## src/rtl/fifo_wr_arbiter.sv

```systemverilog
// Round-robin burst arbiter packing narrow requester beats into a wide FIFO.
// Each grant is a full BEATS-beat burst so every wide word has one source.
module fifo_wr_arbiter #(
  parameter int NREQ  = 4,
  parameter int DW    = 4,
  parameter int BEATS = 4,
  localparam int OW = $clog2(NREQ),
  localparam int BW = (BEATS > 1) ? $clog2(BEATS) : 1
) (
  input  logic               clk,
  input  logic               rst,
  input  logic [NREQ-1:0]    req,
  input  logic [NREQ*DW-1:0] req_data,
  output logic [NREQ-1:0]    gnt,
  output logic               fifo_wen,
  output logic [DW-1:0]      fifo_wdata,
  input  logic               fifo_full,
  input  logic               fifo_prog_full,
  output logic               busy,
  output logic [OW-1:0]      owner,
  output logic               burst_done
);

  typedef enum logic {
    IDLE  = 1'b0,
    BURST = 1'b1
  } state_t;

  state_t        state_q;
  logic [OW-1:0] owner_q;
  logic [BW-1:0] beat_q;
  logic [OW-1:0] rr_ptr_q;
  logic          done_q;

  logic [DW-1:0] slice [NREQ];
  logic [OW-1:0] sel;
  logic [OW-1:0] idx;
  logic          start;
  logic          accept;
  logic          last;
  logic [OW-1:0] owner_nxt;

  for (genvar g = 0; g < NREQ; g++) begin : g_slice
    assign slice[g] = req_data[g*DW +: DW];
  end

  // Highest offset first, so the lowest offset from rr_ptr wins.
  always_comb begin
    sel = '0;
    idx = '0;
    for (int i = NREQ - 1; i >= 0; i--) begin
      idx = OW'((int'(rr_ptr_q) + i) % NREQ);
      if (req[idx]) sel = idx;
    end
  end

  assign busy   = (state_q == BURST);
  assign start  = !busy && (|req) && !fifo_prog_full;
  assign accept = busy && req[owner_q] && !fifo_full;
  assign last   = (beat_q == BW'(BEATS - 1));

  assign owner_nxt = (owner_q == OW'(NREQ - 1)) ?
                     '0 : owner_q + 1'b1;

  always_comb begin
    gnt = '0;
    for (int i = 0; i < NREQ; i++) begin
      gnt[i] = accept && (owner_q == OW'(i));
    end
  end

  assign fifo_wen   = accept;
  assign fifo_wdata = busy ? slice[owner_q] : '0;
  assign owner      = owner_q;
  assign burst_done = done_q;

  always_ff @(posedge clk or posedge rst) begin
    if (rst) begin
      state_q  <= IDLE;
      owner_q  <= '0;
      beat_q   <= '0;
      rr_ptr_q <= '0;
      done_q   <= 1'b0;
    end else begin
      done_q <= 1'b0;
      unique case (state_q)
        IDLE: begin
          if (start) begin
            owner_q <= sel;
            beat_q  <= '0;
            state_q <= BURST;
          end
        end
        BURST: begin
          if (accept) begin
            beat_q <= last ? '0 : beat_q + 1'b1;
            if (last) begin
              state_q  <= IDLE;
              rr_ptr_q <= owner_nxt;
              done_q   <= 1'b1;
            end
          end
        end
        default: state_q <= IDLE;
      endcase
    end
  end

endmodule

```

## config.mk

```make
export PLATFORM = sky130hd
export DESIGN_NAME = fifo_wr_arbiter
export DESIGN_NICKNAME = d
export VERILOG_FILES = /design/src/rtl/fifo_wr_arbiter.sv
export SDC_FILE = /design/constraint.sdc
export NUM_CORES = 1
export LEC_CHECK = 0
export CAP_MARGIN = 20
export CORE_ASPECT_RATIO = 1.2
export CORE_UTILIZATION = 35
export DETAILED_ROUTE_END_ITERATION = 7
export GPL_TIMING_DRIVEN = 0
export MAX_ROUTING_LAYER = met4
export PLACE_DENSITY = 0.86
export SYNTH_ARGS = -nofsm -noshare
export SYNTH_HDL_FRONTEND = slang
export SYNTH_SLANG_ARGS = --single-unit
```

## constraint.sdc

```tcl
create_clock -name clk -period 1.6 [get_ports clk]
set_clock_uncertainty 0.1 [all_clocks]
set_input_delay 0.32 -clock clk [delete_from_list [all_inputs] [get_ports clk]]
set_output_delay 0.32 -clock clk [all_outputs]
set_load 0.02 [all_outputs]
```

Word-level counts from Yosys, hierarchy flattened
Cells that the tools add are included.
Storage, ports and cells
  input bits: 24
  bits in registers: 8
  word-level logic and storage cells: 70
Operators by class
  equal/unequal tests: 6
  magnitude comparators: 6
  bitwise gates (word level): 2
  reduce and logical (&&, ||, !) cells: 16
  add/subtract/negate cells: 5
  mux-type cells: 30
Operators by type and width (number)
  two-way mux 2 bit: 8
  < comparator 2 x 3 -> 1 bit, second input constant: 5
  two-way mux 4 bit: 3
  two-way mux 1 bit: 11
  binary-select mux 1 bit (select 2 bit): 5
  binary-select mux 4 bit (select 2 bit): 1
  logical AND 1 bit: 8
  adder 2 x 1 -> 2 bit, second input constant: 3
  == test 2 bit, second input constant: 3
  adder 2 bit, second input constant: 2
  case mux 2 bit (2 select lines): 1
  AND reduction 2 bit: 2
  OR reduction 4 bit: 1
  >= comparator 3 bit, second input constant: 1
  logical NOT 1 bit: 3
  inverter 2 -> 3 bit: 1
  AND reduction 3 bit: 1
  == test 2 x 1 -> 1 bit, second input constant: 1
  logical NOT 2 bit: 1
  != test 2 x 1 -> 1 bit, second input constant: 1
  != test 2 bit, second input constant: 1
  case mux 1 bit (2 select lines): 1
  inverter 1 bit: 1

Logic depth before layout (Yosys ltp)
Gate-level depths: netlist of the first run.
  depth after elaboration: 7
  gate-level depth with buffers: 4
  mapped depth without buffers: 4

Worst setup path before layout of the first run
No wires, ideal clock.
  path type: flip-flop to output port
  start point: register owner_q[1] (netlist: owner[1])
  end point: output port gnt[0]
  buffers on the path: 1
  arrival time: 1.632 ns
  cell stages (with the launch flop): 5
  slack: -0.452 ns
  path through: dfrtp_1 > buf_2 > or3b_1 > o22ai_4 > and2_1
On the way
  cells in the longest elaborated chain, start to end: 5
  elaborated cells on any way between the ends: 6
  those cells by class: mux: 2; reduce/logical: 4
RTL lines
  start, declared: RTL line 30  | logic [OW-1:0] owner_q;
  start signal, assigned: RTL line 89  | owner_q <= sel;
  binary-select mux 1 bit (select 2 bit): RTL line 59  | assign accept = busy && req[owner_q] && !fifo_full;
  two-way mux 1 bit (not written as such): RTL line 59
  logical AND 1 bit (2 in a row): RTL line 59
  named net fifo_wen: RTL line 15  | output logic fifo_wen,
  logical AND 1 bit: RTL line 68  | gnt[i] = accept && (owner_q == OW'(i));
  end, declared: RTL line 14  | output logic [NREQ-1:0] gnt,
The timed path passes the listed nets, and every way through them passes these cells. The select of a mux whose other input is x is not followed.

Worst setup path in the final report of the first run
  start point: register owner_q[1] (netlist: owner[1])
  end point: output port gnt[1]
On the way
  cells in the longest elaborated chain, start to end: 5
  elaborated cells on any way between the ends: 6
  those cells by class: eq/ne: 1; mux: 2; reduce/logical: 3
RTL lines (RTL line)
  binary-select mux 1 bit (select 2 bit): 59
  two-way mux 1 bit (not written as such): 59
  logical AND 1 bit (2 in a row): 59
  logical AND 1 bit *: 68
Mark *: on every way between the ends. The rest lies on a longest branch, timed or not. The select of a mux whose other input is x is not followed.

==> results by group, run 1 <==
Status
  • Status: finished, violations left
  • Failing checks: design-rule violations, negative setup slack

Power
  • P_leak: 0.0006115 uW
  • Tot Pwr: about 2100 uW
  • Max IR drop VDD: 0.9352 mV
  • Pwr Density: between 1500 and 2000 mW/mm2

Placement
  • Area after DPL: 0.001147 mm2
  • DP HPWL: 1.492 mm
  • PortBufs: 36
  • Dpl cells: 122
  • Placer Congestion: around 0.75
  • Dpl ws: -1.124 ns

Clocking
  • Clk Latency, worst-skew pair: 0.25 ns
  • H-tree Lvls: 1
  • Root buf cell: clkbuf_4
  • Hold buffer count at CTS: 0
  • Clk buf depth: 2
  • Cts bufs inserted: 3
  • TritonCTS clock tree: yes
  • Clk sinks: 8
  • Clk pin slew, worst setup/hold paths: 0.06 ns

Timing
  • Fin. Hold Viols: 0
  • Relative slew slack: 71.36%
  • Fmax: 470.2 MHz
  • Fin worst setup slack: -0.5266 ns
  • RSZ-0062 raised after global routing: yes
  • Fin. max-slew vios: 0
  • Final Setup Violations: 17
  • Fin crit period: 2.127 ns
  • Crit share post-route: 132.9%
  • Worst Tran Pin Value: 0.4267 ns

Logic synthesis
  • Synthesized area per cell: 10.85 um2
  • #FFs+latches synth: 8
  • Post-synth ARST share: 100.0%
  • Post-synth EDFFs: 0
  • Top-area cell type share of the netlist area: 27.54%
  • Seq/Total Area, Yosys: between 20 and 30%
  • Syn Nets: 96
  • Mapped cell area: approximately 730 um2
  • YS warnings: 0
  • Syn Inst Count: 67
  • Top FF cell, synth: dfrtp_1
  • Synth area leaders: dfrtp_1, mux4_2, ha_1
  • Synth cell types: 30
  • Synth area leader: dfrtp_1
  • Synth top cells by count: and2_1, dfrtp_1, ha_1, inv_1, o21ai_0

Critical path
  • CP Class: reg2out
  • Critical path cell sequence: buf_6 > or3b_4 > o22ai_4 > and2_4 > buf_6
  • Critical path arrival: 1.71 ns
  • Worst path slowest cell: dfrtp_2
  • Crit. End Element: primary output
  • Crit start category: flop
  • Req. time, crit path: 1.18 ns
  • Max Fanout on Critical Path: 6
  • Most used cell, CP: buf_6
  • Reg2reg end: beat_q[0]$_DFFE_PP0P_
  • CP max stage delay: 0.41 ns
  • Reg2reg start: owner[1]$_DFFE_PP0P_
  • Reg2reg setup slack: -0.18 ns
  • Reg2reg path depth: 6

Global routing
  • Vias in the first global route: 766
  • First-pass GRT wire length: 3.498 mm
  • Overall Global Routing Usage: 21.94%
  • Initial antenna violation count: 0
  • Pin count of the biggest net entering global routing: 11
  • GRT overflow: 0

Final layout
  • Antenna cells: 0
  • Post-layout util: 70.98%
  • Area delta synth->final: 84.85%
  • Finished layout cell area: ~0.0013 mm2
  • Nets: 152
  • Layout cell share with drive strength beyond 1: between 40% and 50%
  • Post-route insts no fill: 141

Detailed routing
  • Average vias per placed instance: around 5.4
  • DRT iter0 DRCs: 15
  • DRC: 8
  • Avg WL per Cell: 17.38 um
  • DR vias: around 760
  • Antenna viol nets, final: 0
  • Drt total wl: 2.450 mm
  • TritonRoute pass-1 iters: 7

Floorplan
  • Die X: 43.61 um
  • Initial Util: about two fifths
  • Core Area: 0.001893 mm2
  • Chip Height: 51.93 um
  • Die area: 0.002264 mm2
  • I/O pins: 37
  • Num rows: 17

Job
  • Max-cap violation count: 0

Worst hold path
  • Hold Path Class: in2async
==> critical path: cells and delay by family, from the launching register on <==
family | cells | cell delay [ns]
flip-flops | 1 | 0.41
AND/OR/NAND/NOR | 2 | 0.57
buffers and inverters | 2 | 0.23
AO/OA/AOI/OAI | 1 | 0.24
==> power breakdown <==
group          leakage (uW)  switching (uW)  internal, uW
combinational      0.000500             694           903
sequential        0.0000962            75.1           290
clock             0.0000150            67.5          95.3
total              0.000611             836          1290
==> cells in the final DEF (no fill, tap or decap), drive strengths merged, types with 2 or more instances in the layout <==
| cell type | synthesis | routed |
|---|---|---|
| dfrtp | 8 | 8 |
| a21oi | 2 | 2 |
| o22ai | 2 | 2 |
| or2 | 2 | 2 |
| nand2 | 2 | 2 |
| o21ai | 5 | 5 |
| mux4 | 4 | 4 |
| and2 | 8 | 8 |
| clkdlybuf4s50 | 0 | 20 |
| ha | 5 | 5 |
| clkbuf | 0 | 5 |
| buf | 3 | 27 |
| mux2 | 2 | 2 |
| inv | 5 | 5 |
| nor2 | 2 | 2 |
| dlygate4sd2 | 0 | 5 |
| mux2i | 5 | 5 |
==> logic make-up (layout without fill, tap and decap cells) <==
logic type	Yosys count	count (layout)	share of synthesized area [%]
AO/OA/AOI/OAI	12	12	13.77
adder cells (fa/ha/maj)	5	5	8.606
buffers and inverters	8	63	5.852
flip-flops	8	8	27.54
multiplexers	11	11	23.41
AND/OR/NAND/NOR	23	23	20.83
==> through the flow <==
step                hold slack [ns]  setup TNS [ns]
floorplan                   0.03546          -2.096
global placement             0.4264          -10.15
detailed placement           0.4539          -10.53
CTS                          0.2087          -4.718
global route                 0.2445          -5.936
finish                       0.2080          -5.100
==> worst max-delay path by stage <==
stage / startpoint / end
floorplan: owner[1]$_DFFE_PP0P_ / gnt[0]
global placement: fifo_full / gnt[1]
detailed placement: fifo_full / gnt[0]
CTS: owner[1]$_DFFE_PP0P_ / gnt[0]
global route: owner[1]$_DFFE_PP0P_ / gnt[3]
finish: owner[1]$_DFFE_PP0P_ / gnt[1]
==> per-layer routing <==
layer	vias up	wire length (um)	track usage [%]
li1	355	-	-
met1	351	879	22.49
met2	40	1250	39.05
met3	9	248	6.250
met4	0	72	8.333
met5	-	0	-
==> final cells by class <==
class	instances	area, um2
buffer	3	37.54
clock buffer	4	26.28
fill	131	549.3
inverter	5	18.77
multi-input combinational	51	554.3
sequential	8	203.9
tap	19	23.77
timing repair buffer	51	479.2
==> sequential cells by signal, summed over array words and instances (netlist names) <==
register and count:
owner 2, rr_ptr_q 2, beat_q 2, busy 1, burst_done 1
==> timing repair <==
action | in CTS | in global routing
setup buffers | 10 | 5
setup endpoints to repair | 19 | 16
resized for setup | 66 | 7
endpoints found under the hold margin | 0 | 0
pin swaps | 7 | 5
Note: power is estimated with default switching activity, not from simulation.
==> inputs of run 2 (changes only) <==
ABC_AREA = 1   (was default)
CORE_UTILIZATION = 37   (was 35)
CTS_BUF_LIST = sky130_fd_sc_hd__clkbuf_16   (was default)
PLACE_DENSITY = 0.76   (was 0.86)
==> run 2 against run 1 <==
- the flow finishes with violations (negative setup slack)
- critical path depth grew 1
- first-iteration DRC count decreased by 80%
- register-to-register slack gained 0.22 ns
- global-route usage is 0.79 points lower
- sequential share of layout area down 0.80 points
- worst setup slack improved by 0.39 ns
- cell count is 49% higher
- final area increased by 5.6%
- non-clock buffer count is 8 lower
- via count rose by 32%
- die area is 5.4% higher
- hold slack gained 0.024 ns
==> results by group, run 2 <==
Status
  • Status: finished, violations left (unchanged)
  • Failing checks: negative setup slack (was design-rule violations, negative setup slack)

Global routing
  • GRT overflow: 0 (unchanged)
  • Vias in the first global route: 905 (was 766)
  • Initial antenna violation count: 0 (unchanged)
  • Pin count of the biggest net entering global routing: 12 (was 11)
  • First-pass GRT wire length: 3.705 mm (was 3.498 mm)
  • Overall Global Routing Usage: 21.16% (was 21.94%)

Timing
  • Relative slew slack: 79.72% (was 71.36%)
  • Crit share post-route: 108.8% (was 132.9%)
  • Fin. max-slew vios: 0 (unchanged)
  • Worst Tran Pin Value: 0.3039 ns (was 0.4267 ns)
  • RSZ-0062 raised after global routing: yes (unchanged)
  • Fin. Hold Viols: 0 (unchanged)
  • Fmax: 574.5 MHz (was 470.2 MHz)
  • Final Setup Violations: 9 (was 17)
  • Fin worst setup slack: -0.1405 ns (was -0.5266 ns)
  • Fin crit period: 1.741 ns (was 2.127 ns)

Critical path
  • Reg2reg start: owner[1]$_DFFE_PP0P_ (unchanged)
  • Req. time, crit path: 1.18 ns (about the same)
  • Reg2reg path depth: 7 (was 6)
  • Max Fanout on Critical Path: 6 (unchanged)
  • Reg2reg setup slack: 0.04 ns (was -0.18 ns)
  • Reg2reg end: beat_q[0]$_DFFE_PP0P_ (unchanged)
  • CP Class: reg2out (unchanged)
  • Crit start category: flop (unchanged)
  • Crit. End Element: primary output (unchanged)
  • Critical path arrival: 1.32 ns (was 1.71 ns)

Detailed routing
  • Antenna viol nets, final: 0 (unchanged)
  • Average vias per placed instance: 4.733 (was 5.355)
  • DRC: 0 (was 8)
  • Drt total wl: 2.297 mm (was 2.450 mm)
  • TritonRoute pass-1 iters: 3 (was 7)
  • DRT iter0 DRCs: 3 (was 15)
  • Avg WL per Cell: 10.94 um (was 17.38 um)
  • DR vias: 994 (was 755)

Clocking
  • TritonCTS clock tree: yes (unchanged)
  • Root buf cell: clkbuf_16 (was clkbuf_4)
  • Hold buffer count at CTS: 0 (unchanged)
  • Clk Latency, worst-skew pair: 0.23 ns (was 0.25 ns)
  • Clk buf depth: 2 (unchanged)
  • Clk sinks: 8 (unchanged)
  • Cts bufs inserted: 3 (unchanged)
  • Clk pin slew, worst setup/hold paths: 0.04 ns (was 0.06 ns)
  • H-tree Lvls: 1 (unchanged)

Logic synthesis
  • Compound-cell area share of the yosys netlist: 12.33% (was 13.77%)
  • Post-synth ARST share: 100.0% (unchanged)
  • YS warnings: 0 (unchanged)
  • Post-synth EDFFs: 0 (unchanged)
  • Post-Synth Simple-Gate Area: 44.99% (was 20.83%)
  • Top FF cell, synth: dfrtp_1 (unchanged)
  • Syn Nets: 161 (was 96)
  • Most frequent cell after synthesis: nand2_1
  • Synth cell types: 18 (was 30)
  • Synth area leaders: dfrtp_1, nand2_1, nor2_1 (was dfrtp_1, mux4_2, ha_1)
  • Seq/Total Area, Yosys: 24.65% (was 27.54%)
  • #FFs+latches synth: 8 (unchanged)
  • Synth top cells by count: nand2_1, nor2_1, inv_1 (was and2_1, dfrtp_1, ha_1, inv_1, o21ai_0)
  • Synth area leader: dfrtp_1 (unchanged)
  • Mapped cell area: 812.0 um2 (was 726.9 um2)
  • XOR/XNOR Fraction of Synth Area: 0% (unchanged)
  • Syn Inst Count: 132 (was 67)
  • Synthesized area per cell: 6.152 um2 (was 10.85 um2)
  • Top-area cell type share of the netlist area: 24.65% (was 27.54%)
  • Post-Synth Adder-Cell Area: 7.704% (was 8.606%)
  • Largest family of logic cells by synthesized area: simple AND/OR/NAND/NOR gates (was multiplexers)
  • Proportion of synthesized area in mux cells: 0% (was 23.41%)

Final layout
  • Most frequent cells in the layout: nand2_1, nor2_1, clkdlybuf4s50_1 (was clkdlybuf4s50_1, buf_4, buf_6)
  • Most common cell after layout, fill and taps aside: nand2_1 (was clkdlybuf4s50_1)
  • Area delta synth->final: 74.73% (was 84.85%)
  • Nets: 210 (was 152)
  • Antenna cells: 0 (unchanged)
  • Post-layout util: 68.48% (was 70.98%)
  • Layout cell share with drive strength beyond 1: 27.78% (was 47.54%)
  • Fill count: 191 (was 131)

Power
  • Tot Pwr: 2697 uW (was 2125 uW)
  • P_leak: 0.0007046 uW (was 0.0006115 uW)
  • Pwr Density: 1901 mW/mm2 (was 1582 mW/mm2)
  • Max IR drop VDD: 1.173 mV (was 0.9352 mV)

Floorplan
  • Num rows: 18 (was 17)
  • Initial Util: 39.19% (was 38.40%)
  • Chip Height: 53.32 um (was 51.93 um)
  • Core Area: 0.002072 mm2 (was 0.001893 mm2)
  • Die X: 44.77 um (was 43.61 um)
  • I/O pins: 37 (unchanged)
  • Die area: 0.002387 mm2 (was 0.002264 mm2)

Placement
  • DP HPWL: 1.655 mm (was 1.492 mm)
  • Placer Congestion: 0.7828 (was 0.7524)
  • PortBufs: 36 (unchanged)

Job
  • Max-cap violation count: 0 (unchanged)

Worst hold path
  • Hold Path Class: in2async (unchanged)
## run 2: changes by cell type in the layout (fill, tap and decap cells not counted), moves of 4 or more
cell,change
a21oi_2,+5
and2_4,-8
buf_4,-5
inv_1,+9
inv_2,+5
mux4_2,-4
nand2_1,+31
nand3_1,+10
nor2_1,+19
nor2_4,+5
o21ai_0,+4
o21ai_1,+4
## run 2: final cells by class
type,instances,area (um2),share of cell area (%)
Multi-Input combinational cell,103,588.1,41.45
Buffer,2,22.52,1.587
Sequential cell,8,203.9,14.37
Clock buffer,3,75.07,5.291
Inverter,19,75.07,5.291
Timing Repair Buffer,44,412.9,29.10
Tap cell,30,37.54,2.646
Clock inverter,1,3.754,0.2646
## run 2: kinds of logic (layout without fill, tap and decap cells)
group / Yosys count / in the layout
AND/OR/NAND/NOR: 79 / 79
buffers and inverters: 21 / 69
AO/OA/AOI/OAI: 19 / 19
flip-flops: 8 / 8
adder cells (fa/ha/maj): 5 / 5
## run 2: timing repair
| item | 4_1_cts | 5_1_grt |
|---|---|---|
| endpoints found under the setup margin | 12 | 13 |
| resized for setup | 68 | 8 |
| pin swaps | 4 | 3 |
| buffers inserted | 6 | 0 |
| cloned | 1 | 1 |
## run 2: critical path, stage by stage (launching register included)
cell     delay (ns)
dfrtp_2        0.44
inv_2          0.10
nand2_1        0.07
nand3_2        0.08
nand3_4        0.15
nor2_4         0.13
buf_6          0.12
## run 2: routing by layer
layer	vias to the layer above	global-route usage, %	part of all wire, %
met5	-	-	0
met4	0	5.051	1.7
met3	4	5.119	6.8
met2	34	38.48	48
met1	436	22.84	44
li1	520	-	-
## run 2: worst max path at each step
stage / slack, ns / end / depth (start not counted) / startpoint
global route: -0.23 / gnt[2] / 6 / owner[0]$_DFFE_PP0P_
detailed placement: -0.76 / gnt[2] / 6 / req[1]
CTS: -0.16 / gnt[0] / 6 / owner[0]$_DFFE_PP0P_
floorplan: 0.03 / gnt[0] / 4 / busy$_DFF_PP0_
global placement: -0.74 / gnt[2] / 6 / req[1]
finish: -0.14 / gnt[0] / 6 / owner[0]$_DFFE_PP0P_
## run 2: per-stage QoR
| step | hold slack (ns) | setup TNS (ns) | worst slack, ns | instances | area, um2 |
|---|---|---|---|---|---|
| finish | 0.2323 | -1.201 | -0.1405 | 210 | 1419 |
| global route | 0.2868 | -1.978 | -0.2327 | 210 | 1419 |
| CTS | 0.2401 | -1.216 | -0.1588 | 209 | 1393 |
| detailed placement | 0.4036 | -6.713 | -0.7642 | 198 | 1259 |
| global placement | 0.4034 | -6.319 | -0.7383 | 198 | 1259 |
| floorplan | 0.03546 | 0 | 0.03299 | 132 | 860.8 |
## run 2: where the power goes
group | switching (uW) | internal, uW
sequential | 136 | 300
combinational | 1050 | 788
clock | 94.9 | 325
total | 1280 | 1410
==> inputs of run 3 (changes only) <==
TNS_END_PERCENT = 30   (was default)
==> run 3 against run 2 <==
- the run still ends with negative setup slack left
- clock power about the same
- die area stayed put
- via count did not move
- combinational power is essentially flat
- wire length about the same
- sequential share of layout area hardly changed
- hold slack is the same
- utilization decreased by 0.18 points
- clock-buffer cell count stayed put
- first-iteration DRC count unchanged
- non-clock buffer count did not move
==> results by group, run 3 (synthesis results as in run 2) <==
Global routing
  • Overall Global Routing Usage: 21.16% (unchanged)
  • Initial antenna violation count: 0 (unchanged)
  • Vias in the first global route: 900 (was 905)
  • First-pass GRT wire length: 3.705 mm (unchanged)
  • GRT overflow: 0 (unchanged)
  • Pin count of the biggest net entering global routing: 12 (unchanged)

Timing
  • RSZ-0062 raised after global routing: yes (unchanged)
  • Fin. Hold Viols: 0 (unchanged)
  • Fmax: 574.4 MHz (was 574.5 MHz)
  • Crit share post-route: 108.8% (about the same)
  • Relative slew slack: 79.72% (unchanged)
  • Setup TNS: -1.189 ns (was -1.201 ns)
  • Worst Tran Pin Value: 0.3039 ns (unchanged)
  • Fin crit period: 1.741 ns (about the same)
  • Fin worst setup slack: -0.1409 ns (was -0.1405 ns)
  • Final Setup Violations: 9 (unchanged)
  • Fin. max-slew vios: 0 (unchanged)
  • Fin Hold WS: 0.2323 ns (unchanged)

Placement
  • DP HPWL: 1.655 mm (unchanged)
  • PortBufs: 36 (unchanged)
  • Placer Congestion: 0.7828 (unchanged)
  • Area after DPL: 0.001259 mm2 (unchanged)
  • Dpl ws: -0.7642 ns (unchanged)

Critical path
  • Reg2reg end: beat_q[0]$_DFFE_PP0P_ (unchanged)
  • Reg2reg setup slack: 0.05 ns (was 0.04 ns)
  • Reg2reg path depth: 7 (unchanged)
  • Reg2reg start: owner[1]$_DFFE_PP0P_ (unchanged)
  • Crit start category: flop (unchanged)
  • Req. time, crit path: 1.18 ns (about the same)
  • CP Class: reg2out (unchanged)
  • Crit. End Element: primary output (unchanged)
  • Critical path arrival: 1.32 ns (about the same)
  • Max Fanout on Critical Path: 6 (unchanged)

Clocking
  • Root buf cell: clkbuf_16 (unchanged)
  • H-tree Lvls: 1 (unchanged)
  • Clk buf depth: 2 (unchanged)
  • Clk sinks: 8 (unchanged)
  • Cts bufs inserted: 3 (unchanged)
  • Clk pin slew, worst setup/hold paths: 0.04 ns (about the same)
  • Clk Latency, worst-skew pair: 0.23 ns (about the same)
  • TritonCTS clock tree: yes (unchanged)

Detailed routing
  • Drt total wl: 2.298 mm (was 2.297 mm)
  • DR vias: 994 (unchanged)
  • DRT iter0 DRCs: 3 (unchanged)
  • DRC: 0 (unchanged)
  • Avg WL per Cell: 10.94 um (about the same)
  • Average vias per placed instance: 4.733 (unchanged)
  • TritonRoute pass-1 iters: 3 (unchanged)
  • Antenna viol nets, final: 0 (unchanged)

Power
  • Pwr Density: 1899 mW/mm2 (was 1901 mW/mm2)
  • Max IR drop VDD: 1.172 mV (was 1.173 mV)
  • P_leak: 0.0007032 uW (was 0.0007046 uW)

Status
  • Status: finished, violations left (unchanged)
  • Failing checks: negative setup slack (unchanged)

Final layout
  • Layout cell share with drive strength beyond 1: 27.78% (unchanged)
  • Finished layout cell area: 0.001415 mm2 (was 0.001419 mm2)
  • Nets: 210 (unchanged)
  • Area delta synth->final: 74.27% (was 74.73%)
  • Most common cell after layout, fill and taps aside: nand2_1 (unchanged)
  • Antenna cells: 0 (unchanged)
  • Most frequent cells in the layout: nand2_1, nor2_1, clkdlybuf4s50_1 (unchanged)

Floorplan
  • Chip Height: 53.32 um (unchanged)
  • Core Area: 0.002072 mm2 (unchanged)
  • Die X: 44.77 um (unchanged)
  • Die area: 0.002387 mm2 (unchanged)
  • Initial Util: 39.19% (unchanged)
  • I/O pins: 37 (unchanged)
  • Num rows: 18 (unchanged)

Job
  • Max-cap violation count: 0 (unchanged)

Worst hold path
  • Hold Path Class: in2async (unchanged)
## run 3: layout make-up
| cell class | count | area [um2] |
|---|---|---|
| fill | 191 | 656.9 |
| multi-input combinational | 103 | 588.1 |
| timing repair buffer | 44 | 409.1 |
| sequential | 8 | 203.9 |
| clock buffer | 3 | 75.07 |
| inverter | 19 | 75.07 |
| tap | 30 | 37.54 |
| buffer | 2 | 22.52 |
| clock inverter | 1 | 3.754 |
## run 3: how the worst max path moves through the flow
stage | from | end | slack [ns] | cells past startpoint
2_1_floorplan | busy$_DFF_PP0_ | gnt[0] | 0.03 | 4
3_3_place_gp | req[1] | gnt[2] | -0.74 | 6
3_5_place_dp | req[1] | gnt[2] | -0.76 | 6
4_1_cts | owner[0]$_DFFE_PP0P_ | gnt[0] | -0.16 | 6
5_1_grt | owner[0]$_DFFE_PP0P_ | gnt[2] | -0.23 | 6
6_report | owner[0]$_DFFE_PP0P_ | gnt[0] | -0.14 | 6
## run 3: layer usage
layer	track usage [%]	vias up	wire length, um
li1	-	519	-
met1	23.05	437	1004
met2	38.24	34	1096
met3	5.119	4	157
met4	5.051	0	39
met5	-	-	0
## run 3: worst max-delay path, stage by stage (launching register included)
cell     delay [ns]
dfrtp_2        0.44
inv_2          0.10
nand2_1        0.07
nand3_2        0.08
nand3_4        0.15
nor2_4         0.13
buf_6          0.12
## run 3: what timing repair did
item | in CTS | in global routing
gates resized for setup | 68 | 7
buffers inserted | 6 | 0
endpoints found under the setup margin | 12 | 13
hold buffers | 0 | 0
pin swaps | 4 | 3
gates cloned | 1 | 1
## run 3: where the power goes
part           total (uW)  internal (uW)  switching, uW
logic                1830            781           1050
registers             433            300            133
clock network         420            325           94.9
## run 3: per-stage QoR
step           instances  utilization (%)  power (uW)
2_1_floorplan        132                -        1556
3_3_place_gp         198            60.75        2056
3_5_place_dp         198            60.75        2083
4_1_cts              209            67.21        2635
5_1_grt              210            68.30        2941
6_report             210            68.30        2688
